### src/rtl/tile_addr_gen_if.sv
// Scan-position in / tile-address out bundle for tile_addr_gen.
// master = scan timing side, slave = the address generator.
interface tile_addr_gen_if #(
    parameter int COL_W     = 10,
    parameter int ROW_W     = 9,
    parameter int TILE_LOG2 = 6,
    parameter int GRID_LOG2 = 2
);
    localparam int ADDR_W = 2 * TILE_LOG2;
    localparam int IDX_W  = 2 * GRID_LOG2;
    localparam int CNT_W  = 2 * (TILE_LOG2 + GRID_LOG2) + 1;

    logic              en;
    logic              pix_valid;
    logic              sof;
    logic [COL_W-1:0]  col_addr;
    logic [ROW_W-1:0]  row_addr;
    logic              out_valid;
    logic              out_sof;
    logic              out_in_board;
    logic              out_in_tile;
    logic              out_border;
    logic [IDX_W-1:0]  tile_idx;
    logic [ADDR_W-1:0] addr;
    logic [CNT_W-1:0]  board_pix_cnt;

    modport master (
        output en, pix_valid, sof, col_addr, row_addr,
        input  out_valid, out_sof, out_in_board, out_in_tile, out_border,
               tile_idx, addr, board_pix_cnt
    );

    modport slave (
        input  en, pix_valid, sof, col_addr, row_addr,
        output out_valid, out_sof, out_in_board, out_in_tile, out_border,
               tile_idx, addr, board_pix_cnt
    );
endinterface

### src/rtl/tile_addr_gen.sv
// tile_addr_gen: two-stage scan-position to board tile index / sprite address mapper.
// Per-tile border flags are built only when the TILE_BORDER_EN macro is defined.
module tile_addr_gen #(
    parameter int COL_W     = 10,
    parameter int ROW_W     = 9,
    parameter int ORIGIN_X  = 192,
    parameter int ORIGIN_Y  = 112,
    parameter int TILE_LOG2 = 6,
    parameter int GRID_LOG2 = 2,
    parameter int BORDER_W  = 2
) (
    input  logic          clk,
    input  logic          rst_n,
    tile_addr_gen_if.slave bus
);
    localparam int          ADDR_W = 2 * TILE_LOG2;
    localparam int          IDX_W  = 2 * GRID_LOG2;
    localparam int          PIX_W  = TILE_LOG2 + GRID_LOG2;
    localparam int unsigned BOARD  = 1 << PIX_W;
    localparam int          CNT_W  = 2 * PIX_W + 1;
    localparam int          DXW    = COL_W + 1;
    localparam int          DYW    = ROW_W + 1;

    localparam logic signed [DXW-1:0] ORG_X = DXW'(ORIGIN_X);
    localparam logic signed [DYW-1:0] ORG_Y = DYW'(ORIGIN_Y);

    // The board must fit the scan coordinate range and the border must fit in a tile.
    if (PIX_W > COL_W || PIX_W > ROW_W || 2 * BORDER_W > (1 << TILE_LOG2)) begin : g_param_check
        $error("tile_addr_gen: board or border does not fit the configured widths");
    end

    function automatic logic [CNT_W-1:0] sat_inc(input logic [CNT_W-1:0] v);
        return (&v) ? v : v + 1'b1;
    endfunction

    logic signed [DXW-1:0] dx_c;
    logic signed [DYW-1:0] dy_c;
    logic                  inside_c;

    // Sign bit rejects positions left of / above the origin before the size compare.
    assign dx_c     = $signed({1'b0, bus.col_addr}) - ORG_X;
    assign dy_c     = $signed({1'b0, bus.row_addr}) - ORG_Y;
    assign inside_c = bus.pix_valid && !dx_c[COL_W] && !dy_c[ROW_W]
                   && (32'(dx_c[COL_W-1:0]) < BOARD)
                   && (32'(dy_c[ROW_W-1:0]) < BOARD);

    // ---- stage 1: board-relative offsets and inside flag ----
    logic             vld_p1;
    logic             sof_p1;
    logic             inside_p1;
    logic [PIX_W-1:0] dx_p1;
    logic [PIX_W-1:0] dy_p1;

    always_ff @(posedge clk or negedge rst_n) begin
        if (!rst_n) begin
            vld_p1    <= 1'b0;
            sof_p1    <= 1'b0;
            inside_p1 <= 1'b0;
            dx_p1     <= '0;
            dy_p1     <= '0;
        end else if (bus.en) begin
            vld_p1    <= bus.pix_valid;
            sof_p1    <= bus.sof;
            inside_p1 <= inside_c;
            dx_p1     <= dx_c[PIX_W-1:0];
            dy_p1     <= dy_c[PIX_W-1:0];
        end
    end

    logic [GRID_LOG2-1:0] tx_p1;
    logic [GRID_LOG2-1:0] ty_p1;
    logic [TILE_LOG2-1:0] lx_p1;
    logic [TILE_LOG2-1:0] ly_p1;

    assign tx_p1 = dx_p1[TILE_LOG2 +: GRID_LOG2];
    assign ty_p1 = dy_p1[TILE_LOG2 +: GRID_LOG2];
    assign lx_p1 = dx_p1[TILE_LOG2-1:0];
    assign ly_p1 = dy_p1[TILE_LOG2-1:0];

    // ---- stage 2: tile index, sprite address, flags ----
    logic              vld_p2;
    logic              sof_p2;
    logic              in_board_p2;
    logic [IDX_W-1:0]  tile_idx_p2;
    logic [ADDR_W-1:0] addr_p2;

    always_ff @(posedge clk or negedge rst_n) begin
        if (!rst_n) begin
            vld_p2      <= 1'b0;
            sof_p2      <= 1'b0;
            in_board_p2 <= 1'b0;
            tile_idx_p2 <= '0;
            addr_p2     <= '0;
        end else if (bus.en) begin
            vld_p2      <= vld_p1;
            sof_p2      <= sof_p1;
            in_board_p2 <= inside_p1;
            tile_idx_p2 <= inside_p1 ? {ty_p1, tx_p1} : '0;
            addr_p2     <= inside_p1 ? {ly_p1, lx_p1} : '0;
        end
    end

`ifdef TILE_BORDER_EN
    localparam logic [TILE_LOG2-1:0] BW_LO = TILE_LOG2'(BORDER_W);
    localparam logic [TILE_LOG2-1:0] BW_HI = TILE_LOG2'((1 << TILE_LOG2) - BORDER_W);

    logic border_c;
    logic border_p2;
    logic in_tile_p2;

    assign border_c = inside_p1 && (lx_p1 < BW_LO || ly_p1 < BW_LO ||
                                    lx_p1 >= BW_HI || ly_p1 >= BW_HI);

    always_ff @(posedge clk or negedge rst_n) begin
        if (!rst_n) begin
            border_p2  <= 1'b0;
            in_tile_p2 <= 1'b0;
        end else if (bus.en) begin
            border_p2  <= border_c;
            in_tile_p2 <= inside_p1 && !border_c;
        end
    end

    assign bus.out_border  = border_p2;
    assign bus.out_in_tile = in_tile_p2;
`else
    assign bus.out_border  = 1'b0;
    assign bus.out_in_tile = in_board_p2;
`endif

    // ---- stage 2: per-frame in-board pixel count, latched when sof leaves the pipe ----
    logic [CNT_W-1:0] cnt_p2;
    logic [CNT_W-1:0] board_cnt_p2;

    always_ff @(posedge clk or negedge rst_n) begin
        if (!rst_n) begin
            cnt_p2       <= '0;
            board_cnt_p2 <= '0;
        end else if (bus.en) begin
            if (sof_p1) begin
                board_cnt_p2 <= inside_p1 ? sat_inc(cnt_p2) : cnt_p2;
                cnt_p2       <= CNT_W'(inside_p1);
            end else if (inside_p1) begin
                cnt_p2 <= sat_inc(cnt_p2);
            end
        end
    end

    assign bus.out_valid     = vld_p2;
    assign bus.out_sof       = sof_p2;
    assign bus.out_in_board  = in_board_p2;
    assign bus.tile_idx      = tile_idx_p2;
    assign bus.addr          = addr_p2;
    assign bus.board_pix_cnt = board_cnt_p2;
endmodule

### src/flat_wrapper.sv
// flat-port wrapper written by rule: the top's interface ports become plain ports
module tile_addr_gen_flat 
#(
    parameter int COL_W     = 10,
    parameter int ROW_W     = 9,
    parameter int ORIGIN_X  = 192,
    parameter int ORIGIN_Y  = 112,
    parameter int TILE_LOG2 = 6,
    parameter int GRID_LOG2 = 2,
    parameter int BORDER_W  = 2
)
  (clk, rst_n, bus_en, bus_pix_valid, bus_sof, bus_col_addr, bus_row_addr, bus_out_valid, bus_out_sof, bus_out_in_board, bus_out_in_tile, bus_out_border, bus_tile_idx, bus_addr, bus_board_pix_cnt);
  tile_addr_gen_if #(.COL_W(COL_W), .ROW_W(ROW_W), .TILE_LOG2(TILE_LOG2), .GRID_LOG2(GRID_LOG2)) bus_i ();
  input  logic clk;
  input  logic rst_n;
  input wire logic [$bits(bus_i.en)-1:0] bus_en;
  input wire logic [$bits(bus_i.pix_valid)-1:0] bus_pix_valid;
  input wire logic [$bits(bus_i.sof)-1:0] bus_sof;
  input wire logic [$bits(bus_i.col_addr)-1:0] bus_col_addr;
  input wire logic [$bits(bus_i.row_addr)-1:0] bus_row_addr;
  output wire logic [$bits(bus_i.out_valid)-1:0] bus_out_valid;
  output wire logic [$bits(bus_i.out_sof)-1:0] bus_out_sof;
  output wire logic [$bits(bus_i.out_in_board)-1:0] bus_out_in_board;
  output wire logic [$bits(bus_i.out_in_tile)-1:0] bus_out_in_tile;
  output wire logic [$bits(bus_i.out_border)-1:0] bus_out_border;
  output wire logic [$bits(bus_i.tile_idx)-1:0] bus_tile_idx;
  output wire logic [$bits(bus_i.addr)-1:0] bus_addr;
  output wire logic [$bits(bus_i.board_pix_cnt)-1:0] bus_board_pix_cnt;
  assign bus_i.en = bus_en;
  assign bus_i.pix_valid = bus_pix_valid;
  assign bus_i.sof = bus_sof;
  assign bus_i.col_addr = bus_col_addr;
  assign bus_i.row_addr = bus_row_addr;
  assign bus_out_valid = bus_i.out_valid;
  assign bus_out_sof = bus_i.out_sof;
  assign bus_out_in_board = bus_i.out_in_board;
  assign bus_out_in_tile = bus_i.out_in_tile;
  assign bus_out_border = bus_i.out_border;
  assign bus_tile_idx = bus_i.tile_idx;
  assign bus_addr = bus_i.addr;
  assign bus_board_pix_cnt = bus_i.board_pix_cnt;
  tile_addr_gen #(.COL_W(COL_W), .ROW_W(ROW_W), .ORIGIN_X(ORIGIN_X), .ORIGIN_Y(ORIGIN_Y), .TILE_LOG2(TILE_LOG2), .GRID_LOG2(GRID_LOG2), .BORDER_W(BORDER_W)) u_core (.clk(clk), .rst_n(rst_n), .bus(bus_i));
endmodule
### config.mk
export PLATFORM = sky130hd
export DESIGN_NAME = tile_addr_gen_flat
export DESIGN_NICKNAME = d
export VERILOG_FILES = /design/src/rtl/tile_addr_gen_if.sv /design/src/rtl/tile_addr_gen.sv /design/src/flat_wrapper.sv
export SDC_FILE = /design/constraint.sdc
export NUM_CORES = 1
export LEC_CHECK = 0
export CAP_MARGIN = 20
export CORE_MARGIN = 5
export CORE_UTILIZATION = 52
export DETAILED_ROUTE_END_ITERATION = 8
export PLACE_DENSITY_LB_ADDON = 0.25
export SYNTH_ARGS = -nofsm -noshare
export SYNTH_HDL_FRONTEND = slang
export SYNTH_SLANG_ARGS = --single-unit
### constraint.sdc
create_clock -name clk -period 2.4 [get_ports clk]
set_input_delay 0.48 -clock clk [delete_from_list [all_inputs] [get_ports clk]]
set_output_delay 0.48 -clock clk [all_outputs]
set_load 0.05 [all_outputs]
# Word level (Yosys, flattened, before mapping)
# Index checks and enable logic that the tools add are counted.
[totals]
regBits = 72
latch_bits = 0
ramBits = 0
mem_bits_ro = 0
input_bits = 24
out_inout_bits = 38
wordCells = 30
n_memories = 0
[op_classes]
addsub = 3
n_mul = 0
n_div = 0
order_cmp = 2
eq_ne = 0
shift = 0
muxes = 5
bitwise = 0
reduce_logical = 8
[op_table]
columns = ["op", "count"]
rows = [
  ["$mux W17", 3],
  ["$add A17 B1 Y17 const B", 1],
  ["$reduce_and A17 Y1", 1],
  ["$mux W12", 1],
  ["$sub A10 B8 Y11 const B", 1],
  ["$lt A10 B9 Y1 const B", 1],
  ["$sub A9 B7 Y10 const B", 1],
  ["$lt A9 B9 Y1 const B", 1],
  ["$logic_and A1 B1 Y1", 4],
  ["$mux W4", 1],
  ["$logic_not A1 Y1", 2],
  ["$reduce_and A2 Y1", 1],
]

# Depth between registers and ports, before layout
[depth]
word_depth = 6
depth_mapped = 7
depth_no_buf = 6

# Least setup slack after synthesis
# No wires, ideal clock.
[synth_timing]
path_type = "reg2reg"
startpoint = "register u_core.cnt_p2[10]"
endpoint = "register u_core.cnt_p2[7]"
setup_time_ns = 0.132
arrival_time_ns = 1.655
required_time_ns = 2.268
path_slack_ns = 0.613
path_stages_with_launch = 7
period_less_slack_ns = 1.787
cell_sequence = "dfrtp_1 buf_2 nand4_2 or4_4 o2111ai_2 mux2i_1 o21ai_0"
[synth_between]
elab_chain_cells = 4
[synth_lines]
columns = ["element", "line", "rtl"]
rows = [
  ["from (decl)", "tile_addr_gen.sv:132", "logic [CNT_W-1:0] cnt_p2;"],
  ["from (signal assigned)", "tile_addr_gen.sv:142", "cnt_p2 <= CNT_W'(inside_p1);"],
  ["from (signal assigned)", "tile_addr_gen.sv:144", "cnt_p2 <= sat_inc(cnt_p2);"],
  ["$reduce_and A17 Y1", "tile_addr_gen.sv:33", "return (&v) ? v : v + 1'b1;"],
  ["$mux W17 (3 in a row)", "-", ""],
]
# Every way passes these cells.
# A chain may end at the register's enable or synchronous reset.

# Worst setup path in the final report
[layout_timing]
startpoint = "register u_core.in_board_p2 (netlist: u_core.bus.out_in_board)"
endpoint = "output port bus_out_in_board"
[layout_rtl]
columns = ["element", "line", "rtl"]
rows = [
  ["from (decl)", "tile_addr_gen.sv:83", "logic in_board_p2;"],
  ["from (signal assigned)", "tile_addr_gen.sv:97", "in_board_p2 <= inside_p1;"],
  ["to (decl)", "flat_wrapper.sv:23", "output wire logic [$bits(bus_i.out_in_board)-1:0] bus_out_in_board;"],
]
# No word-level cell between the ends.

==> qor.csv <==
stage,metric,value,unit
clock_network,H-tree levels,3,
sta,"Slew Viols, Final",0,
sta,final hold slack,0.0906,ns
drt,number of remaining DRC errors,0,
setup_path,"CP delay by family, top",buffers and inverters,
synth,Synth cell types,48,
synth,post-synthesis async set-or-reset flop share,100,%
final_layout,Final Instance Area,0.00426,mm2
clock_network,CTS Sinks,72,
clock_network,Post-CTS Setup Bufs,0,
sta,FMAX,0.489,GHz
clock_network,# hold bufs at CTS,0,
sta,RSZ-0062 raised after global routing,no,
drt,DR pass1 iterations,4,
setup_path,"Cell Chain, Critical Path",clkdlybuf4s50_1,
setup_path,Worst Setup End Kind,output pin,
run_status,status,completed,
placement,pre-CTS setup slack,0.473,ns
setup_path,crit-path max cell delay,0.82,ns
final_layout,Finished Layout Cells,484,
clock_network,total CTS buffers,9,
power,Final Power,2.86,mW
drt,WL final,7570,um
placement,Cells after DPL,468,
synth,Post-Syn Area,0.00339,mm2
die,number of placement rows,29,
synth,Mapped Cells,344,
sta,final setup violation count,0,
setup_path,Worst Path Required,1.92,ns
run,Max Cap Viol,0,
sta,worst slew pin tran,0.585,ns
synth,Post-synth EDFFs,0,
placement,dpl cell area,0.00406,mm2
synth,syn nets,371,
synth,Most used DFF post-synth,dfrtp_1,
synth,Synth Warn #,0,
final_layout,diodes inserted,0,
synth,Simple-Gate Fraction of Synth Area,15.3,%
sta,Setup TNS Final,0,ns
die,Initial Utilization,53.4,%
clock_network,CTS root buffer,clkbuf_8,
drt,DR iter-0 viols,141,
setup_path,WP buf/inv,1,
drt,vias per cell,5.57,
die,io pins,62,
die,Core ar.,0.00635,mm2
sta,relative slew slack,60.6,%
sta,clk_skew,0.00919,ns
sta,final cycle utilization of the critical path,85.3,%
final_layout,"Net count, final",429,
setup_path,crit path DAT,1.57,ns
setup_path,Critical Path Source Type,flip-flop,
global_route,Total Routing Usage GR,19.7,%
global_route,first-pass GRT wire length,13200,um
clock_network,post_cts resized,0,
synth,mux cell area share after synthesis,4.28,%
power,Peak VDD IR,0.000508,V
sta,post-route worst setup slack,0.353,ns
clock_network,maximum clock path buffer count,2,
sta,crit path time final,2.05,ns
synth,Compound-Gate Fraction of Synth Area,16.5,%
synth,Yosys reg bits,72,
placement,port buffer count,60,
die,die area,0.00824,mm2
final_layout,"most common cell after layout, fill and taps aside",dfrtp_1,
final_layout,share of layout cells above drive strength 1,12.8,%
power,Pwr per Cell Area,670,mW/mm2
global_route,initial antenna violation count,0,
die,die width,90.8,um
drt,drt wl/cell,15.6,um
placement,hpwl dp,5420,um
synth,post-synthesis adder-cell area fraction,1.11,%
setup_path,Crit Path Class,reg -> out,
global_route,pin count of the biggest net entering global routing,53,
power,Leak,1.76,nW
final_layout,Layout area overhead,25.6,%
synth,xor and xnor area share after synthesis,4.13,%
synth,sequential share of the synthesized area,53.1,%
global_route,GRT overflow,0,
setup_path,"Slowest-stage cell, CP",clkdlybuf4s50_1,
placement,Final Wtd Congestion,0.936,
drt,detailed-route via count,2696,
setup_path,crit-path max FO,3,
final_layout,"Core Util, Final",67.1,%
clock_network,TritonCTS clock tree,yes,
clock_network,Worst-Skew Late Latency,0.35,ns
synth,main combinational cell family by area after synthesis,compound AO/OA/AOI/OAI gates,
sta,Hold Fails Final Rpt,0,
drt,Antenna Nets Post-Route,0,
clock_network,Worst-path clk slew,0.08,ns
final_layout,most frequent cells in the layout,"dfrtp_1, clkdlybuf4s50_1, o21ai_0",
min_path,HP Class,in -> async,
global_route,vias in the first global route,2775,
synth,Mean Syn Cell Area,9.86,um2
die,die height,90.8,um
## final timing paths
check	from	to	slack (ns)	cells after the start
worst min-delay path	rst_n	u_core.bus.addr[3]	0.09	1
min in group clk	u_core.bus.out_sof	u_core.bus.out_sof	0.48	1
worst min register to register	u_core.bus.out_sof	u_core.bus.out_sof	0.48	1
worst max register to register	u_core.cnt_p2[10]	u_core.cnt_p2[7]	0.43	5
worst max-delay path	u_core.bus.out_in_board	bus_out_in_board	0.35	1
max in group asynchronous	rst_n	u_core.bus.board_pix_cnt[14]	1.68	2
## layout make-up
| class | count | area [um2] |
|---|---|---|
| Timing Repair Buffer | 67 | 656 |
| Sequential cell | 72 | 1800 |
| Clock buffer | 9 | 124 |
| Multi-Input combinational cell | 225 | 1400 |
| Clock inverter | 7 | 77.6 |
| Inverter | 27 | 101 |
| Fill cell | 523 | 2090 |
| Tap cell | 77 | 96.3 |
## synthesized netlist by cell type (all sizes together) (2+ instances only)
| cell | instances | share of area [%] |
|---|---|---|
| inv | 27 | 3.0 |
| a41oi | 2 | 0.52 |
| or3 | 3 | 0.55 |
| buf | 7 | 1.1 |
| o2bb2ai | 2 | 0.52 |
| or4 | 2 | 0.66 |
| nand2 | 33 | 3.7 |
| o211ai | 4 | 0.89 |
| clkbuf | 13 | 1.4 |
| mux2 | 12 | 4.0 |
| a21o | 4 | 0.89 |
| nand3 | 29 | 4.8 |
| o2111ai | 2 | 0.89 |
| dfrtp | 72 | 53 |
| nor3 | 4 | 0.59 |
| nor2 | 17 | 2.0 |
| nand4 | 5 | 1.1 |
| xor2 | 7 | 1.8 |
| o21ai | 51 | 7.6 |
| o31ai | 3 | 0.66 |
| xnor2 | 9 | 2.3 |
| a31oi | 6 | 1.1 |
| a21oi | 11 | 1.6 |
| ha | 3 | 1.1 |
## flip-flops by register name, indices dropped and copies added, names as in the netlist, 4 cells and up
| name | cells |
|---|---|
| u_core.bus.addr | 12 |
| u_core.dx_p1 | 8 |
| u_core.cnt_p2 | 17 |
| u_core.bus.board_pix_cnt | 17 |
| u_core.bus.tile_idx | 4 |
| u_core.dy_p1 | 8 |
## per-layer routing
metal  part of all wire [%]  GRT usage, %  vias up
met5                      0             0        -
met4                    1.2          4.96        0
met3                    7.1          6.42        8
met2                     50          33.5       82
met1                     42          24.1     1296
li1                       -             -     1310
## cells by family after synthesis
family / Yosys count
muxes: 13
buffers and inverters: 47
and+or+nand+nor: 100
DFF: 72
AOI/OAI and AO/OA: 92
other: 1
adders and majority gates: 3
xor gates and xnor gates: 16
## power by group
group	internal (mW)	switching (mW)	leakage (nW)
combinational	0.186	0.314	0.710
clock	0.491	0.491	0.101
sequential	1.30	0.0731	0.951
(Power assumes the default switching activity.)
